### config.mk
export PLATFORM = sky130hd
export DESIGN_NAME = eth_src_arbiter
export DESIGN_NICKNAME = d
export VERILOG_FILES = /design/src/rtl/eth_src_arbiter.sv
export SDC_FILE = /design/constraint.sdc
export NUM_CORES = 1
export LEC_CHECK = 0
export ABC_CLOCK_PERIOD_IN_PS = 1800
export CAP_MARGIN = 40
export CORE_AREA = 4 4 80 82
export CTS_CLUSTER_DIAMETER = 60
export DETAILED_ROUTE_END_ITERATION = 8
export DIE_AREA = 0 0 84 86
export SLEW_MARGIN = 20
export SYNTH_ARGS = -nofsm -noshare
export SYNTH_HDL_FRONTEND = slang
export SYNTH_SLANG_ARGS = --single-unit
### constraint.sdc
create_clock -name i_clk -period 1.8 [get_ports i_clk]
set_input_delay 0.45 -clock i_clk [delete_from_list [all_inputs] [get_ports i_clk]]
set_output_delay 0.45 -clock i_clk [all_outputs]
set_load 0.05 [all_outputs]
### src/rtl/eth_src_arbiter.sv
// Round-robin arbiter that lets NUM_SRC byte producers share one session write port.
// One burst per grant: o_wr is held high for the whole burst, with a forced wr-low gap afterwards.
//
// state | meaning
// IDLE  | no owner; pick the next requester at or after rr_ptr
// XFER  | owner streams bytes; o_wr high; idle timeout armed
// CLOSE | o_wr low for GAP_CYCLES so the session closes the trailing PDU
module eth_src_arbiter #(
    parameter int NUM_SRC    = 4,
    parameter int SRC_W      = 2,
    parameter int GAP_CYCLES = 2,
    parameter int TIMEOUT    = 1024
) (
    input  logic                 i_clk,
    input  logic                 i_rst,
    input  logic [NUM_SRC-1:0]   i_req,
    input  logic [NUM_SRC-1:0]   i_valid,
    input  logic [NUM_SRC-1:0]   i_last,
    input  logic [NUM_SRC*8-1:0] i_data,
    output logic [NUM_SRC-1:0]   o_ready,
    output logic [NUM_SRC-1:0]   o_grant,
    output logic [SRC_W-1:0]     o_src_id,
    output logic                 o_wr,
    output logic                 o_din,
    output logic [7:0]           o_data,
    input  logic                 i_full,
    output logic                 o_busy,
    output logic                 o_abort
);

    localparam int IDLE_W = (TIMEOUT > 1) ? $clog2(TIMEOUT) : 1;
    localparam int GAP_W  = (GAP_CYCLES > 1) ? $clog2(GAP_CYCLES) : 1;
    localparam logic [IDLE_W-1:0] IDLE_LAST = IDLE_W'((TIMEOUT > 0) ? TIMEOUT - 1 : 0);
    localparam logic [GAP_W-1:0]  GAP_LAST  = GAP_W'(GAP_CYCLES - 1);

    typedef enum logic [1:0] {
        IDLE  = 2'd0,
        XFER  = 2'd1,
        CLOSE = 2'd2
    } state_t;

    state_t              state_q, state_d;
    logic [SRC_W-1:0]    rr_ptr_q, rr_ptr_d;
    logic [NUM_SRC-1:0]  grant_q, grant_d;
    logic [SRC_W-1:0]    src_id_q, src_id_d;
    logic                abort_q, abort_d;
    logic [IDLE_W-1:0]   idle_cnt_q, idle_cnt_d;
    logic [GAP_W-1:0]    gap_cnt_q, gap_cnt_d;

    logic                win_found;
    logic [SRC_W-1:0]    win_idx;
    logic [SRC_W-1:0]    rr_nxt;
    logic                in_xfer;
    logic                cur_valid;
    logic                cur_last;
    logic                xfer;

    // Search upward from rr_ptr with wrap; first set request wins.
    always_comb begin
        win_found = 1'b0;
        win_idx   = '0;
        for (int k = 0; k < NUM_SRC; k++) begin
            if (!win_found && i_req[(int'(rr_ptr_q) + k) % NUM_SRC]) begin
                win_found = 1'b1;
                win_idx   = SRC_W'((int'(rr_ptr_q) + k) % NUM_SRC);
            end
        end
        rr_nxt = (int'(win_idx) == NUM_SRC - 1) ? '0 : win_idx + 1'b1;
    end

    assign in_xfer   = (state_q == XFER);
    assign cur_valid = i_valid[src_id_q];
    assign cur_last  = i_last[src_id_q];
    assign xfer      = in_xfer & cur_valid & ~i_full;

    assign o_ready  = xfer ? (NUM_SRC'(1) << src_id_q) : '0;
    assign o_din    = xfer;
    assign o_data   = in_xfer ? i_data[{src_id_q, 3'b000} +: 8] : 8'h00;
    assign o_wr     = in_xfer;
    assign o_busy   = (state_q != IDLE);
    assign o_grant  = grant_q;
    assign o_src_id = src_id_q;
    assign o_abort  = abort_q;

    always_comb begin
        state_d    = state_q;
        rr_ptr_d   = rr_ptr_q;
        grant_d    = grant_q;
        src_id_d   = src_id_q;
        abort_d    = 1'b0;
        idle_cnt_d = idle_cnt_q;
        gap_cnt_d  = gap_cnt_q;
        case (state_q)
            IDLE: begin
                if (win_found) begin
                    state_d    = XFER;
                    grant_d    = NUM_SRC'(1) << win_idx;
                    src_id_d   = win_idx;
                    rr_ptr_d   = rr_nxt;
                    idle_cnt_d = '0;
                end
            end
            XFER: begin
                if (xfer && cur_last) begin
                    state_d   = CLOSE;
                    grant_d   = '0;
                    gap_cnt_d = '0;
                end else if (xfer) begin
                    idle_cnt_d = '0;
                end else if (!i_full && !cur_valid && (TIMEOUT != 0)) begin
                    // A downstream stall (i_full) freezes the count rather than advancing it.
                    if (idle_cnt_q == IDLE_LAST) begin
                        state_d   = CLOSE;
                        grant_d   = '0;
                        gap_cnt_d = '0;
                        abort_d   = 1'b1;
                    end else begin
                        idle_cnt_d = idle_cnt_q + 1'b1;
                    end
                end
            end
            CLOSE: begin
                if (gap_cnt_q == GAP_LAST) begin
                    state_d = IDLE;
                end else begin
                    gap_cnt_d = gap_cnt_q + 1'b1;
                end
            end
            default: state_d = IDLE;
        endcase
    end

    always_ff @(posedge i_clk or posedge i_rst) begin
        if (i_rst) begin
            state_q    <= IDLE;
            rr_ptr_q   <= '0;
            grant_q    <= '0;
            src_id_q   <= '0;
            abort_q    <= 1'b0;
            idle_cnt_q <= '0;
            gap_cnt_q  <= '0;
        end else begin
            state_q    <= state_d;
            rr_ptr_q   <= rr_ptr_d;
            grant_q    <= grant_d;
            src_id_q   <= src_id_d;
            abort_q    <= abort_d;
            idle_cnt_q <= idle_cnt_d;
            gap_cnt_q  <= gap_cnt_d;
        end
    end

endmodule

==> reports/results.tsv <==
metric	value	unit
outcome	finished, violations left	
failing checks	setup timing	
Row Count	28	
io pins	69	
compound-cell area share of the yosys netlist	15.5	%
GPL Wtd Cong	0.832	
routed vias/inst	4.78	
reg2reg path depth	6	
detailed-route DRC error count	0	
Worst Tran Pin Value	0.485	ns
part of the cycle the worst path needs	124	%
Leak	0.00140	uW
pre-CTS WS	-0.581	ns
post-synth net total	232	
GRT Total Usage	15.5	%
PwrDens	1470	nW/um^2
XOR/XNOR Fraction of Synth Area	0	%
Synth top area share	32.8	%
final setup skew	0.00229	ns
Die ar.	7220	sq um
Netlist Area Pre-Place	1680	sq um
#FFs+latches synth	22	
synth unique cells	40	
Fmax	0.449	GHz
setup slack, reg-to-reg	-0.32	ns
design area	3130	sq um
largest net degree at the start of global routing	23	
total area of sequential cells	553	sq um
sequential fraction of the synthesis area	32.8	%
simple logic cell fraction of the synthesized area	19.6	%
CTS clk-pin slew, worst paths	0.08	ns
CTS tree	done	
H-tree levels	1	
pins over their slew limit	0	
# diodes	0	
clk sinks	22	
ys flop type	dfrtp_1	
starting DRC count in detailed routing	87	
# hold bufs at CTS	0	
Worst Hold Class	flip-flop to flip-flop	
Setup crit end kind	output pin	
Placed Area	2850	sq um
Area Growth Syn to Fin	86.9	%
Via Count	1783	
Crit Path Class	flip-flop to output pin	
initial antenna violation count	0	
DR pass1 iterations	4	
FFs w/ async S/R, synth	100	%
die span in y	86	um
Starting Density	29.2	%
clk buf depth	2	
share of cells above drive strength 1	41.6	%
Max Cap Viol	0	
post-synth top area cell	dfrtp_1	
most common cell after layout, fill and taps aside	buf_4	
post-layout min period	2.23	ns
Max VDD drop	0.00113	V
most frequent cells in the layout	buf_4, clkdlybuf4s50_1, dfrtp_1	
WHS Path Cells	1	
first-pass GRT wire length	9070	um
cts bufs inserted	3	
Die X	84	um
Port Buffers	68	
clk_lat worst skew	0.26	ns
vias in the first global route	1856	
Post-synth EDFFs	0	
Clock Tree Root	clkbuf_8	
setup violators final	30	
arrival time at the worst endpoint	1.78	ns
worst-path fanout max	5	
YS warnings	0	
RSZ-0062 raised after global routing	yes	
DP Wirelength	4310	um
mux share of post-synthesis cell area	19.9	%
synth top area cells	dfrtp_1, mux4_2, ha_1	
critical path startpoint category	flip-flop	
Routed WL	5450	um
adder-cell share of the synthesized area	6.72	%
main combinational cell family by area after synthesis	multiplexers	
gr ovfl total	0	
fill cell count	513	
Final WS setup	-0.429	ns
CP required	1.35	ns
number of routed nets with antenna violations	0	
area of the multi-input gates	1190	sq um
core area	5750	sq um
Final Hold Viols	0	
Slew headroom	67.4	%
syn avg cell area	9.53	sq um
WL/cell	14.6	um
nets	355	
Cells after Synth	176	
critical path, cell delays in order (launching register included):
cell and delay [ns]:
dfrtp_2 0.43, mux4_2 0.55, and3_4 0.21, and3_4 0.18, buf_8 0.14
final cells by class:
class | count | area share, %
inverter | 16 | 1.92
tap | 75 | 2.99
sequential | 22 | 17.6
multi-input combinational | 132 | 37.9
clock buffer | 4 | 1.44
timing repair buffer | 124 | 38.1
per-layer routing:
| metal | wire, um | part of all wire, % | track usage (%) |
|---|---|---|---|
| met3 | 299 | 5.5 | 2.21 |
| met4 | 69 | 1.3 | 4.39 |
| met5 | 0 | 0 | 0 |
| met2 | 2590 | 48 | 27.5 |
| met1 | 2490 | 46 | 19.8 |
final timing paths:
path	start	end
setup / recovery	o_src_id[0]	o_ready[3]
hold / removal	idle_cnt_q[9]	idle_cnt_q[9]
setup reg to reg	o_src_id[0]	idle_cnt_q[9]
hold reg to reg	idle_cnt_q[9]	idle_cnt_q[9]
max in group asynchronous	i_rst	o_src_id[0]
min in group asynchronous	i_rst	idle_cnt_q[8]
power breakdown:
group / switching, uW / total [uW] / internal [uW] / leakage, uW
registers: 102 / 720 / 618 / 0.000291
logic: 1800 / 3560 / 1760 / 0.00109
clock network: 161 / 319 / 158 / 0.0000228
total: 2060 / 4600 / 2540 / 0.00140
registers in the layout, summed over array words and instances (netlist names):
register    flops
gap_cnt_q       1
idle_cnt_q     10
o_abort         1
o_grant         4
o_src_id        2
rr_ptr_q        2
state_q         2
Yosys cell counts, drive strengths merged (3+ instances only):
| master | number |
|---|---|
| nand2 | 23 |
| dfrtp | 22 |
| inv | 16 |
| a21oi | 12 |
| nor2 | 11 |
| mux4 | 10 |
| ha | 9 |
| and2 | 8 |
| o21ai | 8 |
| nand3 | 7 |
| mux2i | 6 |
| and3 | 4 |
| clkbuf | 4 |
| nor3 | 4 |
| a22o | 3 |
| a31oi | 3 |
| mux2 | 3 |
per-stage QoR:
stage               TNS (ns)  std cells  total power (uW)  utilization [%]  hold slack, ns
floorplan              -7.29        176              2680                -           0.439
CTS                    -8.57        368              4470             52.9           0.480
global route          -10.89        373              4920             54.6           0.511
global placement      -15.01        361              3830             49.5           0.465
detailed placement    -15.26        361              3860             49.5           0.468
finish                 -8.49        373              4600             54.6           0.478
logic make-up after synthesis:
logic type | after synthesis
AND/OR/NAND/NOR | 66
adder cells (fa/ha/maj) | 9
flip-flops | 22
multiplexers | 19
buffers and inverters | 22
AO/OA/AOI/OAI | 38
what timing repair did:
action | 4_1_cts | 5_1_grt
resized for setup | 38 | 17
cloned | 1 | 0
setup buffers | 2 | 5
pin swaps | 9 | 10
endpoints found under the setup margin | 34 | 35
No activity file was read; power rests on OpenSTA's default activity.
